===== src/rtl/xram_wbuf_ctrl.sv =====
// xram_wbuf_ctrl: XRAM-side slave for the AES accelerator's external-memory port.
// Writes are posted into a small FIFO and acked in one cycle. Buffered writes drain
// to a single-port byte-wide SRAM in the background. Reads wait for an empty buffer,
// so a read always observes every write posted before it, and complete with a fixed
// SRAM latency.
module xram_wbuf_ctrl #(
    parameter int WBUF_DEPTH = 4,
    parameter int RD_LAT     = 2
) (
    input  logic                          clk,
    input  logic                          rst,
    input  logic [15:0]                   xram_addr,
    input  logic [7:0]                    xram_data_out,
    input  logic                          xram_stb,
    input  logic                          xram_wr,
    output logic                          xram_ack,
    output logic [7:0]                    xram_data_in,
    output logic                          mem_en,
    output logic                          mem_we,
    output logic [15:0]                   mem_addr,
    output logic [7:0]                    mem_wdata,
    input  logic [7:0]                    mem_rdata,
    output logic [$clog2(WBUF_DEPTH):0]   wbuf_count,
    output logic                          busy
);

    localparam int PW = $clog2(WBUF_DEPTH);
    localparam int CW = PW + 1;
    localparam int LW = 3;

    localparam logic [CW-1:0] DEPTH_C   = CW'(WBUF_DEPTH);
    localparam logic [CW-1:0] CNT_ZERO  = CW'(0);
    localparam logic [CW-1:0] CNT_ONE   = CW'(1);
    localparam logic [PW-1:0] PTR_ONE   = PW'(1);
    localparam logic [LW-1:0] LAT_LOAD  = LW'(RD_LAT);

    typedef enum logic [1:0] {
        ST_IDLE    = 2'd0,
        ST_RD_WAIT = 2'd1,
        ST_RD_RESP = 2'd2
    } rd_state_t;

    rd_state_t       state_r;
    logic [LW-1:0]   lat_cnt_r;
    logic [PW-1:0]   wr_ptr_r;
    logic [PW-1:0]   rd_ptr_r;
    logic [15:0]     fifo_addr_r [WBUF_DEPTH];
    logic [7:0]      fifo_data_r [WBUF_DEPTH];

    logic            fifo_full_s;
    logic            fifo_empty_s;
    logic            drain_now_s;
    logic            push_s;
    logic            pop_s;
    logic            rd_accept_s;
    logic [CW-1:0]   count_next_s;

    // Request qualification, drain scheduling and next FIFO occupancy.
    always_comb begin
        fifo_full_s  = (wbuf_count == DEPTH_C);
        fifo_empty_s = (wbuf_count == CNT_ZERO);
        // A drain write currently on the SRAM port; a read must not be issued behind it.
        drain_now_s  = mem_en & mem_we;
        // Writes are posted regardless of read FSM state; only a full buffer stalls them.
        push_s       = xram_stb & xram_wr & ~xram_ack & ~fifo_full_s;
        // Draining only while the read FSM is idle keeps the SRAM port single-owner.
        pop_s        = ~fifo_empty_s & (state_r == ST_IDLE);
        rd_accept_s  = xram_stb & ~xram_wr & ~xram_ack & (state_r == ST_IDLE)
                       & fifo_empty_s & ~drain_now_s;
        count_next_s = wbuf_count;
        if (push_s && !pop_s) begin
            count_next_s = wbuf_count + CNT_ONE;
        end else if (pop_s && !push_s) begin
            count_next_s = wbuf_count - CNT_ONE;
        end else begin
            count_next_s = wbuf_count;
        end
    end

    // FIFO storage; contents are meaningless outside the pointer window, so no reset.
    always_ff @(posedge clk) begin
        if (push_s) begin
            fifo_addr_r[wr_ptr_r] <= xram_addr;
            fifo_data_r[wr_ptr_r] <= xram_data_out;
        end
    end

    // Pointers, SRAM port, ack/data response, occupancy, busy and the read FSM.
    always_ff @(posedge clk or posedge rst) begin
        if (rst) begin
            state_r      <= ST_IDLE;
            lat_cnt_r    <= {LW{1'b0}};
            wr_ptr_r     <= {PW{1'b0}};
            rd_ptr_r     <= {PW{1'b0}};
            wbuf_count   <= CNT_ZERO;
            xram_ack     <= 1'b0;
            xram_data_in <= 8'h00;
            mem_en       <= 1'b0;
            mem_we       <= 1'b0;
            mem_addr     <= 16'h0000;
            mem_wdata    <= 8'h00;
            busy         <= 1'b0;
        end else begin
            xram_ack   <= 1'b0;
            mem_en     <= 1'b0;
            mem_we     <= 1'b0;
            wbuf_count <= count_next_s;

            if (push_s) begin
                wr_ptr_r <= wr_ptr_r + PTR_ONE;
                xram_ack <= 1'b1;
            end

            if (pop_s) begin
                rd_ptr_r  <= rd_ptr_r + PTR_ONE;
                mem_en    <= 1'b1;
                mem_we    <= 1'b1;
                mem_addr  <= fifo_addr_r[rd_ptr_r];
                mem_wdata <= fifo_data_r[rd_ptr_r];
            end else if (rd_accept_s) begin
                mem_en   <= 1'b1;
                mem_we   <= 1'b0;
                mem_addr <= xram_addr;
            end

            case (state_r)
                ST_IDLE: begin
                    if (rd_accept_s) begin
                        state_r   <= ST_RD_WAIT;
                        lat_cnt_r <= LAT_LOAD;
                        busy      <= 1'b1;
                    end else begin
                        busy <= (count_next_s != CNT_ZERO);
                    end
                end
                ST_RD_WAIT: begin
                    busy <= 1'b1;
                    // Counter reaches zero exactly in the cycle mem_rdata is valid.
                    if (lat_cnt_r == {LW{1'b0}}) begin
                        xram_ack     <= 1'b1;
                        xram_data_in <= mem_rdata;
                        state_r      <= ST_RD_RESP;
                    end else begin
                        lat_cnt_r <= lat_cnt_r - 3'd1;
                    end
                end
                ST_RD_RESP: begin
                    state_r <= ST_IDLE;
                    busy    <= (count_next_s != CNT_ZERO);
                end
                default: begin
                    state_r <= ST_IDLE;
                    busy    <= (count_next_s != CNT_ZERO);
                end
            endcase
        end
    end

endmodule


===== config.mk =====
export PLATFORM = sky130hd
export DESIGN_NAME = xram_wbuf_ctrl
export DESIGN_NICKNAME = d
export VERILOG_FILES = /design/src/rtl/xram_wbuf_ctrl.sv
export SDC_FILE = /design/constraint.sdc
export NUM_CORES = 1
export LEC_CHECK = 0
export BUFFER_PORTS_ARGS = -buffer_cell sky130_fd_sc_hd__clkbuf_2
export CORE_UTILIZATION = 60
export CTS_BUF_LIST = sky130_fd_sc_hd__clkbuf_4
export DETAILED_ROUTE_END_ITERATION = 8
export GPL_ROUTABILITY_DRIVEN = 0
export HOLD_SLACK_MARGIN = 0.12
export PLACE_DENSITY_LB_ADDON = 0.15
export SYNTH_ARGS = -nofsm -noshare
export SYNTH_HDL_FRONTEND = slang
export SYNTH_SLANG_ARGS = --single-unit

===== constraint.sdc =====
create_clock -name clk -period 5.6 [get_ports clk]
set_input_delay 0.84 -clock clk [delete_from_list [all_inputs] [get_ports clk]]
set_output_delay 0.84 -clock clk [all_outputs]
set_load 0.02 [all_outputs]

Yosys cells after proc, flatten, opt, wreduce, memory -nomap -nowiden
Memory sizes are Yosys's and may differ from the RTL's. A register that Yosys moved wholly into a read port is not among the register bits.
Index checks and enable logic that the tools add are counted.
{"block": "op_classes", "addsub": 5, "multipliers": 0, "div_mod_pow": 0, "magnitude_cmp": 0, "n_eq_ne": 5, "shift": 0, "n_mux": 19, "bitwise_logic": 15, "reduce_logical": 13}
{"cell": "$mux 16", "n": 2}
{"cell": "$mux 3", "n": 4}
{"cell": "$and 1x1->1", "n": 10}
{"cell": "$mux 1", "n": 8}
{"cell": "$logic_not 3->1", "n": 2}
{"cell": "$ne 2x2->1 const B", "n": 3}
{"cell": "$pmux 3 s2", "n": 1}
{"cell": "$sub 3x1->3 const B", "n": 2}
{"cell": "$not 1->1", "n": 5}
{"cell": "$add 2x1->2 const B", "n": 2}
{"cell": "$mux 2", "n": 2}
{"cell": "$pmux 2 s2", "n": 1}
{"cell": "$reduce_and 2->1", "n": 2}
{"cell": "$reduce_bool 2->1", "n": 2}
{"cell": "$add 3x1->3 const B", "n": 1}
{"cell": "$eq 3x3->1 const B", "n": 1}
{"cell": "$reduce_and 3->1", "n": 1}
{"cell": "$reduce_bool 3->1", "n": 1}
{"cell": "$eq 2x1->1 const B", "n": 1}
{"cell": "$logic_and 1x1->1", "n": 2}
{"cell": "$logic_not 1->1", "n": 2}
{"cell": "$logic_not 2->1", "n": 1}
{"cell": "$pmux 1 s2", "n": 1}
{"block": "totals", "ff_bits": 40, "latch_bits": 0, "mem_bits_rw": 96, "romBits": 0, "inputBits": 36, "word_cells": 70, "n_memories": 2}
{"memory": "fifo_addr_r", "depth": 4, "width": 16, "rd": 1, "rd_ports_with_merged_regs": 0, "wr": 1, "line": "47", "source": "logic [15:0] fifo_addr_r [WBUF_DEPTH];"}
{"memory": "fifo_data_r", "depth": 4, "width": 8, "rd": 1, "rd_ports_with_merged_regs": 1, "wr": 1, "line": "48", "source": "logic [7:0] fifo_data_r [WBUF_DEPTH];"}

Depth between registers and ports, before layout
{"block": "depth", "word_depth": 10, "mapped_depth": 9, "mapped_depth_nobuf": 8}

Worst setup path after synthesis
Ideal clock, no wire load.
{"block": "synth_path", "path_type": "input-to-reg", "start": "input xram_wr", "end": "memory fifo_addr_r[0][0] (enable)", "arrival_ps": 1881, "slack_ps": 3336, "cell_stages": 4, "n_path_buf": 1, "cell_sequence": "nand3b_4 a21oi_1 buf_4 and2_1"}
{"block": "synth_via", "elab_chain_len": 5}
{"item": "from (decl)", "line": "15", "source": "input logic xram_wr,"}
{"item": "$and 1x1->1 (3 in a row)", "line": "65", "source": "push_s = xram_stb & xram_wr & ~xram_ack & ~fifo_full_s;"}
{"item": "$mux 1", "line": "82", "source": "if (push_s) begin"}
{"item": "$mux 1 (implied by the code)", "line": "83", "source": "fifo_addr_r[wr_ptr_r] <= xram_addr;"}
{"item": "to (decl)", "line": "47"}
No other way between the ends.

Worst setup path after layout
{"block": "layout_path", "start": "register wbuf_count[0]", "end": "memory fifo_addr_r[2][2] (enable)"}
{"block": "layout_via", "elab_chain_len": 5}
{"item": "from (decl)", "line": "23", "source": "output logic [$clog2(WBUF_DEPTH):0] wbuf_count,"}
{"item": "from (signal assigned)", "line": "107", "source": "wbuf_count <= count_next_s;"}
{"item": "$eq 3x3->1", "line": "60", "source": "fifo_full_s = (wbuf_count == DEPTH_C);"}
{"item": "$not 1->1", "line": "65"}
{"item": "$and 1x1->1", "line": "65"}
{"item": "$mux 1", "line": "82"}
{"item": "$mux 1 (implied by the code)", "line": "83"}
No other way between the ends.

==> qor.txt <==
Synth top cells by count: 96 x edfxtp_1, 61 x nand2_1, 48 x dfrtp_1
I/O pins: 75
Final clock period utilization by the worst path: 52.1%
Chip Height: 99.1 um
Root Driver: clkbuf_4
Vias per inst: 5.61
Cell type of the slowest stage on the worst timing path: and2_1
Setup TNS Final: 0 ns
Flops & latches, synth: 144
Worst Tran Pin Value: 1.21 ns
Combined area of all synthesized cells: 5650 sq um
Tmin final: 2.92 ns
Global routing usage summed across all routing layers: 21.7%
First DRT Iteration DRCs: 188
DRC violations left: 0
Placed Cells: 515
Number of flops mapped to enable cells by yosys: 96
Post-synthesis cell type count: 40
Via count: 3,067
Maximum ir drop on the vdd rail: 0.263 mV
Count of nets left with antenna violations after detail routing: 0
Die outline area: 9820 sq um
Crit path max fanout: 24
HPWL Detailed: 5.77 mm
Number of hold violations in the final report: 0
Deepest level of the CTS H-tree: 4
Count of instances resized after the clock tree is built: 0
Avg Synthesized Cell Area: 16.4 sq um
Tightest slew margin relative to the limit: 19.6%
CTS sink cnt: 144
Top cell type by total area after synthesis: edfxtp_1
Clock edge transition at the registers on the reported setup and hold paths: 0.13 ns
Most common cell in the synthesized netlist: edfxtp_1
Highest attainable clock frequency: 343 MHz
Clock power frac: 20.4%
Unrepaired setup endpoints after global routing: no
Number of cells in the finished layout apart from fillers: 547
Final number of setup-violating endpoints: 0
Max-slew violation total from the final report: 0
Syn nets: 389
Total routed wirelength: 9.45 mm
Cell Pwr Density: 542 nW/um^2
YS warnings: 0
Switch Pwr: 0.00122 W
Bufs on Longest Clock Path: 2
Main flop type after synthesis: edfxtp_1
Data required time at the worst endpoint: 5.71 ns
Switch share: 35.0%
Fraction of layout instances using a drive strength above 1: 33.7%
Fraction of power consumed by sequential logic: 45.5%
TritonRoute pass-1 iters: 4
Antenna cell count: 0
CP Cell Sequence: inv_1, ha_1, a21oi_1, and2_1
Number of buffers inserted to repair setup after CTS: 0
Synthesized instance count: 344
Worst hold-check slack: 0.494 ns
Result of the run: completed
Vias in the first global route: 3,072
Yosys top cell area share: 51.0%
Footprint of the multi-input gates: 1460 sq um
Reg area: 4090 sq um
Final clock skew: 0.0223 ns
CTS tree: yes
Number of nets in the layout: 468
Startpoint kind of the worst setup timing path: flip-flop
Placeable core area: 9200 sq um
Largest net degree at the start of global routing: 49
Arr. time, crit path: 3.03 ns
Avg WL per Cell: 17.3 um
Placement Rows: 35
Type of the setup path with the least slack: flip-flop to flip-flop
FFs w/ async S/R, synth: 33.3%
Global-route wire length before repair: 15.5 mm
Worst slack after detailed placement: 2.43 ns
Total congestion overflow after global routing: 0
Worst path setup slack after routing: 2.68 ns
Largest cells by area after synthesis: edfxtp_1 51%, dfrtp_1 21%, mux4_2 9.6%
Comb pwr share: 34.0%
Sequential cell area fraction in the yosys report: 72.2%
Initial standard-cell utilization of the core: 61.5%
CP max stage delay: 1.03 ns
Hold_buf cts: 0
Critical Path Sink Type: flip-flop
Layout area overhead: 13.5%
Initial antenna violation count: 0
Leakage power: 2.55 nW
TritonCTS Buffers: 17
Kind of path behind the tightest hold check: flip-flop to flip-flop
Total internal power: 0.00226 W
Port-buffer cells: 74
Number of fill cells in the layout: 632
MaxCap Viol Count: 0
Clock insertion delay at the later pin of the skew report: 0.51 ns
Die outline width: 99.1 um
## cells by family after synthesis
| kind of cell | count (synthesis) | share of synthesized area, % |
|---|---|---|
| fa+ha+maj | 9 | 1.99 |
| mux | 33 | 11.3 |
| xor+xnor | 7 | 1.22 |
| buf+inv | 24 | 1.99 |
| compound gates | 26 | 2.94 |
| simple gates | 101 | 8.30 |
| flops | 144 | 72.2 |
## through the flow
step / instance area, sq um / power, W / utilization (%)
floorplan: 5650 / 0.00249 / -
global placement: 6100 / 0.00277 / 66.3
detailed placement: 6100 / 0.00281 / 66.3
CTS: 6420 / 0.00352 / 69.8
global route: 6420 / 0.00371 / 69.8
finish: 6420 / 0.00348 / 69.8
## power groups by stage
stage                     combinational, W  sequential [W]  clock (W)
after floorplan                   0.000805         0.00168          0
after global placement             0.00117         0.00161          0
after detailed placement           0.00119         0.00162          0
after CTS                          0.00120         0.00159   0.000726
after global routing               0.00132         0.00162   0.000769
final                              0.00118         0.00158   0.000711
## per-layer routing
| metal | GRT usage, % | up-vias | routed length, um |
|---|---|---|---|
| li1 | - | 1427 | - |
| met2 | 35.0 | 93 | 4800 |
| met5 | 0 | - | 0 |
| met4 | 8.14 | 0 | 92 |
| met3 | 5.82 | 13 | 472 |
| met1 | 28.9 | 1534 | 4090 |
## critical path, delay by kind of cell, from the launching register on
| family | cells | cell delay [ns] |
|---|---|---|
| AO/OA/AOI/OAI | 1 | 0.65 |
| buffers and inverters | 1 | 0.10 |
| flip-flops | 1 | 0.45 |
| adder cells (fa/ha/maj) | 1 | 0.28 |
| AND/OR/NAND/NOR | 1 | 1.03 |
## cell type report
cell class,instances,share of cell area [%]
Clock buffer,20,2.34
Timing Repair Buffer,76,6.01
Tap cell,111,2.16
Inverter,8,0.507
Multi-Input combinational cell,176,22.7
Clock inverter,12,2.59
Sequential cell,144,63.7
## registers in the layout, summed over array words and instances (netlist names), 2 cells and up
signal        flops
mem_addr         16
fifo_addr_r      64
rd_ptr_r          2
xram_data_in      8
lat_cnt_r         3
state_r           2
wbuf_count        3
wr_ptr_r          2
fifo_data_r      32
mem_wdata         8
## final timing paths
| check | slack [ns] | endpoint | cells after the start | start |
|---|---|---|---|---|
| max | 2.68 | fifo_addr_r[2][2] | 4 | wbuf_count[0] |
| min | 0.49 | mem_wdata[3] | 2 | mem_wdata[3] |
| max reg2reg | 2.68 | fifo_addr_r[2][2] | 4 | wbuf_count[0] |
| min reg2reg | 0.49 | mem_wdata[3] | 2 | mem_wdata[3] |
| max in group asynchronous | 4.34 | rd_ptr_r[0] | 2 | rst |
| min in group asynchronous | 0.55 | xram_data_in[5] | 2 | rst |
## cell usage in the layout (no fill, tap or decap), types with 6 or more instances in the layout
| cell | count |
|---|---|
| edfxtp_1 | 96 |
| a31oi_1 | 16 |
| clkbuf_2 | 74 |
| clkbuf_4 | 20 |
| mux4_2 | 24 |
| dfrtp_1 | 47 |
| nand2_1 | 61 |
| mux2_2 | 8 |
| nor2_1 | 18 |
| inv_1 | 6 |
| ha_1 | 9 |
(Power assumes the default switching activity.)
